**config.mk**
```make
export PLATFORM = sky130hd
export DESIGN_NAME = job_sequencer
export DESIGN_NICKNAME = d
export VERILOG_FILES = /design/src/rtl/job_sequencer.sv
export SDC_FILE = /design/constraint.sdc
export NUM_CORES = 1
export LEC_CHECK = 0
export CAP_MARGIN = 20
export CORE_MARGIN = 1
export CORE_UTILIZATION = 40
export DETAILED_ROUTE_END_ITERATION = 6
export HOLD_SLACK_MARGIN = 0.03
export PLACE_DENSITY = 0.65
export SLEW_MARGIN = 10
export SYNTH_ARGS = -nofsm -noshare
export SYNTH_HDL_FRONTEND = slang
export SYNTH_SLANG_ARGS = --single-unit
```
**constraint.sdc**
```tcl
create_clock -name clk -period 4.34 [get_ports clk]
set_clock_uncertainty 0.05 [all_clocks]
set_input_delay 0.868 -clock clk [delete_from_list [all_inputs] [get_ports clk]]
set_output_delay 0.868 -clock clk [all_outputs]
set_load 0.01 [all_outputs]
```
**src/rtl/job_sequencer.sv**
```systemverilog
// Job sequencer: accepts host jobs, launches and supervises an engine
// run with watchdog, bounded retries, abort handling and a fixed-latency ack.
module job_sequencer (
    input  logic       clk,
    input  logic       rst,
    input  logic       req,
    input  logic       abort,
    input  logic       eng_done,
    input  logic       eng_err,
    input  logic [7:0] timeout_cfg,
    output logic       rdy,
    output logic       start,
    output logic       enable,
    output logic       endd,
    output logic       stop,
    output logic       er,
    output logic       rt,
    output logic       interrupt,
    output logic       ack,
    output logic [1:0] retry_cnt
);

    typedef enum logic [2:0] {
        S_IDLE   = 3'd0,
        S_LAUNCH = 3'd1,
        S_RUN    = 3'd2,
        S_DONE   = 3'd3,
        S_STOP   = 3'd4,
        S_ERR    = 3'd5,
        S_RETRY  = 3'd6
    } state_t;

    state_t     state_q, state_d;
    logic [7:0] wd_q, wd_d;
    logic [1:0] retry_q, retry_d;
    logic [4:0] ack_q, ack_d;
    logic       accept_s;
    logic       wd_fire_s;

    assign accept_s  = (state_q == S_IDLE) && req;
    // Fires on the RUN cycle that completes timeout_cfg consecutive RUN cycles.
    assign wd_fire_s = (timeout_cfg != 8'd0) &&
                       (({1'b0, wd_q} + 9'd1) >= {1'b0, timeout_cfg});

    // Next-state, watchdog, retry counter and ack pipe computation.
    always_comb begin
        state_d = state_q;
        wd_d    = wd_q;
        retry_d = retry_q;
        ack_d   = {ack_q[3:0], accept_s};
        case (state_q)
            S_IDLE: begin
                if (accept_s) begin
                    state_d = S_LAUNCH;
                    retry_d = 2'd0;
                end else begin
                    state_d = S_IDLE;
                end
            end
            S_LAUNCH: begin
                wd_d = 8'd0;
                if (abort) begin
                    state_d = S_STOP;
                end else begin
                    state_d = S_RUN;
                end
            end
            S_RUN: begin
                wd_d = (wd_q == 8'hFF) ? wd_q : (wd_q + 8'd1);
                if (abort) begin
                    state_d = S_STOP;
                end else if (eng_err) begin
                    state_d = S_ERR;
                end else if (eng_done) begin
                    state_d = S_DONE;
                end else if (wd_fire_s) begin
                    state_d = S_ERR;
                end else begin
                    state_d = S_RUN;
                end
            end
            S_DONE: state_d = S_IDLE;
            S_STOP: state_d = S_IDLE;
            S_ERR: begin
                if (abort) begin
                    state_d = S_STOP;
                end else if (retry_q != 2'd3) begin
                    state_d = S_RETRY;
                    retry_d = retry_q + 2'd1;
                end else begin
                    state_d = S_IDLE;
                end
            end
            S_RETRY: begin
                if (abort) begin
                    state_d = S_STOP;
                end else begin
                    state_d = S_LAUNCH;
                end
            end
            default: state_d = S_IDLE;
        endcase
    end

    // State and counter registers; reset discards the job and any pending ack.
    always_ff @(posedge clk or negedge rst) begin
        if (!rst) begin
            state_q <= S_IDLE;
            wd_q    <= 8'd0;
            retry_q <= 2'd0;
            ack_q   <= 5'd0;
        end else begin
            state_q <= state_d;
            wd_q    <= wd_d;
            retry_q <= retry_d;
            ack_q   <= ack_d;
        end
    end

    assign rdy       = (state_q == S_IDLE);
    assign start     = (state_q == S_LAUNCH);
    assign enable    = (state_q == S_RUN);
    assign endd      = (state_q == S_DONE);
    assign stop      = (state_q == S_STOP);
    assign er        = (state_q == S_ERR);
    assign rt        = (state_q == S_RETRY);
    // The final failed attempt reports completion from ERR itself.
    assign interrupt = (state_q == S_DONE) || (state_q == S_STOP) ||
                       ((state_q == S_ERR) && (retry_q == 2'd3));
    assign ack       = ack_q[4];
    assign retry_cnt = retry_q;

endmodule

```
# Word level (Yosys, flattened, before mapping)
# Index checks and enable logic that the tools add are counted.
# classes
eq_ne	13
reduce_logical	11
n_addsub	3
order_cmp	1
muxes	16
# ops
operator	n
$mux 3	8
$pmux 8 s2	1
$pmux 3 s5	1
$add 8x1->9 const B	1
$eq 3x3->1 const B	3
$ge 9x8->1	1
$add 8x1->8 const B	1
$eq 8x8->1 const B	1
$mux 8	1
$reduce_bool 8->1	1
$eq 3x2->1 const B	2
$mux 2	3
$ne 2x2->1 const B	3
$ne 2x1->1 const B	2
$pmux 2 s2	1
$reduce_and 4->1	1
$reduce_bool 2->1	2
$eq 3x1->1 const B	1
$logic_and 1x1->1	3
$logic_not 3->1	1
$add 2x1->2 const B	1
$eq 2x2->1 const B	1
$logic_or 1x1->1	2
$reduce_and 2->1	1
$mux 1	1
# totals
regBits	18
output_inout_bits	11
in_bits	14
wordCells	48

# Logic depth before layout (Yosys ltp)
# depth
ltp_word	8
depth_mapped	10
ltp_nobuf	10

# Worst setup path after synthesis
# No wires, ideal clock.
# synth_timing
kind	flip-flop to flip-flop
start	register wd_q[0]
end	register state_q[0]
t_required_ns	4.159
setup_time_ns	0.131
stages_incl_launch_ff	11
arrival_ns	2.169
slack_ns	1.990
n_path_buf	0
period_less_slack_ns	2.350
cell_sequence	dfrtp_1 ha_1 inv_1 nor2_1 xor2_1 ha_1 a21oi_1 nor2b_1 nor4_2 a2111oi_1 or3_1
# synth_via
elab_chain_len	8
# synth_rtl
item	line_no	rtl
start, declared	34	logic [7:0] wd_q, wd_d;
start signal, assigned	114	wd_q <= wd_d;
$add 8x1->9	43	(({1'b0, wd_q} + 9'd1) >= {1'b0, timeout_cfg});
$ge 9x8->1	43	
$logic_and 1x1->1	42	assign wd_fire_s = (timeout_cfg != 8'd0) &&
$mux 3	76	end else if (wd_fire_s) begin
$mux 3	74	end else if (eng_done) begin
$mux 3	72	end else if (eng_err) begin
$mux 3	70	if (abort) begin
$pmux 3 s5	51	case (state_q)
via state_d[0]	33	state_t state_q, state_d;
end signal, assigned	113	state_q <= state_d;
end, declared	33	
# The timed path passes the listed nets, and every way through them passes these cells.
# A chain may end at the register's enable or synchronous reset.

# Final worst setup path
# layout_timing
start	register state_q[0]
end	output start
# layout_via
elab_chain_len	1
# layout_rtl
item	line_no	rtl
$eq 3x1->1	121	assign start = (state_q == S_LAUNCH);
end, declared	12	output logic start,
# Every way passes these cells.

==> summary.md <==
| Metric | Value |
|---|---|
| Cells after synthesis | 131 |
| Initial antenna violation count | 0 |
| Worst hold path depth | 0 |
| Layout cells sized above 1 | 7.01% |
| Layout Cells excl Fill | 188 |
| # port buffers | 24 |
| Worst r2r src | wd_q[0]$_DFFE_PN0P_ |
| Syn nets | 155 |
| Placement Cell Area | 0.00143 mm^2 |
| Hold_buf cts | 0 |
| Hold wc startpoint | ack_q[1]$_DFF_PN0_ |
| CTS tree | built |
| Tmin final | ~2800 ps |
| Syn avg cell area | roughly 8.9 um^2 |
| CTS clock-pin slew for the worst setup and hold paths | between 100 and 150 ps |
| Buffer type at the clock tree root | clkbuf_4 |
| Crit path max fanout | 9 |
| Max Slew Vio Count | 0 |
| Setup repair bufs after CTS | 0 |
| Post-synth EDFFs | 0 |
| Fin crit share | 65.0% |
| Placed insts | 184 |
| CP Cell Sequence | nor2b_1 -> nand2_1 -> inv_1 -> clkdlybuf4s50_1 |
| Reg-to-reg endpoint | state_q[0]$_DFF_PN0_ |
| Routed vias/inst | 5.36 |
| Syn-to-layout area delta | 26.4% |
| Fin area | ~0.0015 mm^2 |
| Total grt overflow | 0 |
| Total GRT Usage | between 10% and 20% |
| Yosys warnings | 0 |
| Clock sink count | 18 |
| Worst EP arrival | 1900 ps |
| # IOs | 25 |
| Worst skew pair latency | approximately 300 ps |
| Slowest-stage cell, CP | clkdlybuf4s50_1 |
| Die Y-Extent | 55.9 um |
| Die area | around 0.0031 mm^2 |
| Reg2Reg Setup Slack | 1690 ps |
| GP Congestion | 0.827 |
| Wire per inst | 13.0 um |
| First-pass iteration count of the detailed router | 4 |
| CP startpoint kind | register |
| Hpwl dp | 1910 um |
| Yosys cell types | 36 |
| Initial DRC Count | 23 |
| CP Launch Point | state_q[0]$_DFF_PN0_ |
| First-pass GRT wire length | 4530 um |
| Rows | 19 |
| Sequential area share after synthesis | 38.8% |
| VDD IR max | roughly 0.00027 V |
| Async set-reset flop share out of synthesis | 100% |
| Hold Path Class | reg2reg |
| Worst Path Required | 3420 ps |
| Syn Std Cell Area | 0.00116 mm^2 |
| Outcome | finished clean |
| Setup TNS Final | 0 ps |
| # diodes | 0 |
| Via Count | 1007 |
| P per Cell Area | about 420 mW/mm^2 |
| Max stage delay on crit path | 530 ps |
| Most frequent cells in the layout | 24 x clkdlybuf4s50_1, 18 x dfrtp_1, 14 x inv_1 |
| Core box area | 0.00276 mm^2 |
| Max frequency | between 300 and 400 MHz |
| # fillers | between 200 and 300 |
| Yosys reg bits | 18 |
| Fin nets | 182 |
| Post-DRT Antenna Nets | 0 |
| Slew HR | 45.1% |
| Worst Setup Path Type | reg2out |
| RSZ-0062 raised after global routing | no |
| CP endpoint kind | output pin |
| CP bufs+invs | 2 |
| Die X | approximately 56 um |
| Most common cell after layout, fill and taps aside | clkdlybuf4s50_1 |
| Max_cap viols | 0 |
| # DRC | 0 |
| TritonCTS Buffers | 3 |
| Total routed wirelength | 2450 um |
| Final hold slack | approximately 310 ps |
| Worst r2r path cells | 10 |
| CTS H-Tree Depth | 1 |
| Via count of the first global-routing pass | 1045 |
| Hold Vio Cnt, Final | 0 |
| Hold Path End | ack_q[2]$_DFF_PN0_ |
| Max clock buf depth | 2 |
| Lkg Pwr | 0.718 nW |
| Crit-path leading delay family | buffers and inverters |
| Starting Density | between 40% and 50% |
| Number of instances resized during post-cts repair | 0 |
| Main synth FF type | dfrtp_1 |
| Final setup viols | 0 |
| Largest net degree at the start of global routing | 19 |
| Worst slew pin tran | about 820 ps |
cells in the mapped netlist, types with 2 or more instances:
cell type,instances,area [um^2]
xor2_1,5,43.8
nor2_1,8,30.0
nor3_1,4,20.0
nand3_1,12,60.1
nand4_1,2,12.5
inv_1,14,52.6
nand2_1,13,48.8
ha_1,10,125
o21ai_1,5,25.0
xnor2_1,2,17.5
nor2b_1,2,12.5
a211oi_1,2,15.0
dfrtp_1,18,450
a21oi_1,7,35.0
or3_1,2,12.5
nand2b_1,5,31.3
worst max path at each step:
stage               cells after the start                    to
detailed placement                      8  state_q[0]$_DFF_PN0_
floorplan                              10  state_q[0]$_DFF_PN0_
finish                                  4                 start
CTS                                     4                 start
global placement                        8  state_q[0]$_DFF_PN0_
global route                            4                 start
final cells by class:
| cell class | instances | area [um^2] | area share [%] |
|---|---|---|---|
| Clock buffer | 4 | 36.3 | 2.47 |
| Timing Repair Buffer | 24 | 240 | 16.4 |
| Inverter | 15 | 58.8 | 4.01 |
| Tap cell | 31 | 38.8 | 2.65 |
| Sequential cell | 18 | 450 | 30.7 |
| Multi-Input combinational cell | 96 | 642 | 43.8 |
where the power goes:
group,total (mW),internal (mW),switching (mW)
logic,0.268,0.136,0.132
registers,0.245,0.206,0.0394
clock network,0.106,0.0511,0.0549
total,0.620,0.393,0.227
per-stage QoR:
stage / power, mW / utilization, % / worst slack [ps]
after floorplan: 0.400 / - / 1990
after global placement: 0.513 / 51.9 / 1550
after detailed placement: 0.518 / 51.9 / 1480
after CTS: 0.628 / 53.2 / 1500
after global routing: 0.670 / 53.2 / 1370
final: 0.620 / 53.2 / 1520
layer usage:
layer | part of all wire (%) | track usage, % | vias up
li1 | - | - | 515
met1 | 49 | 24.7 | 465
met2 | 47 | 29.9 | 25
met3 | 3.5 | 3.26 | 2
met4 | 0.37 | 6.27 | 0
met5 | 0 | 0 | -
state kept, by name, summed over array words and instances (netlist names):
name,cells
ack_q,5
wd_q,8
retry_cnt,2
state_q,3
cell families after synthesis:
group           count (synthesis)  synth area share, %
compound gates                 25                 14.3
xor+xnor                        7                 5.29
fa+ha+maj                      10                 10.8
buf+inv                        17                 5.82
flops                          18                 38.8
mux                             1                0.971
simple gates                   53                 23.9
No activity file was read; power rests on OpenSTA's default activity.
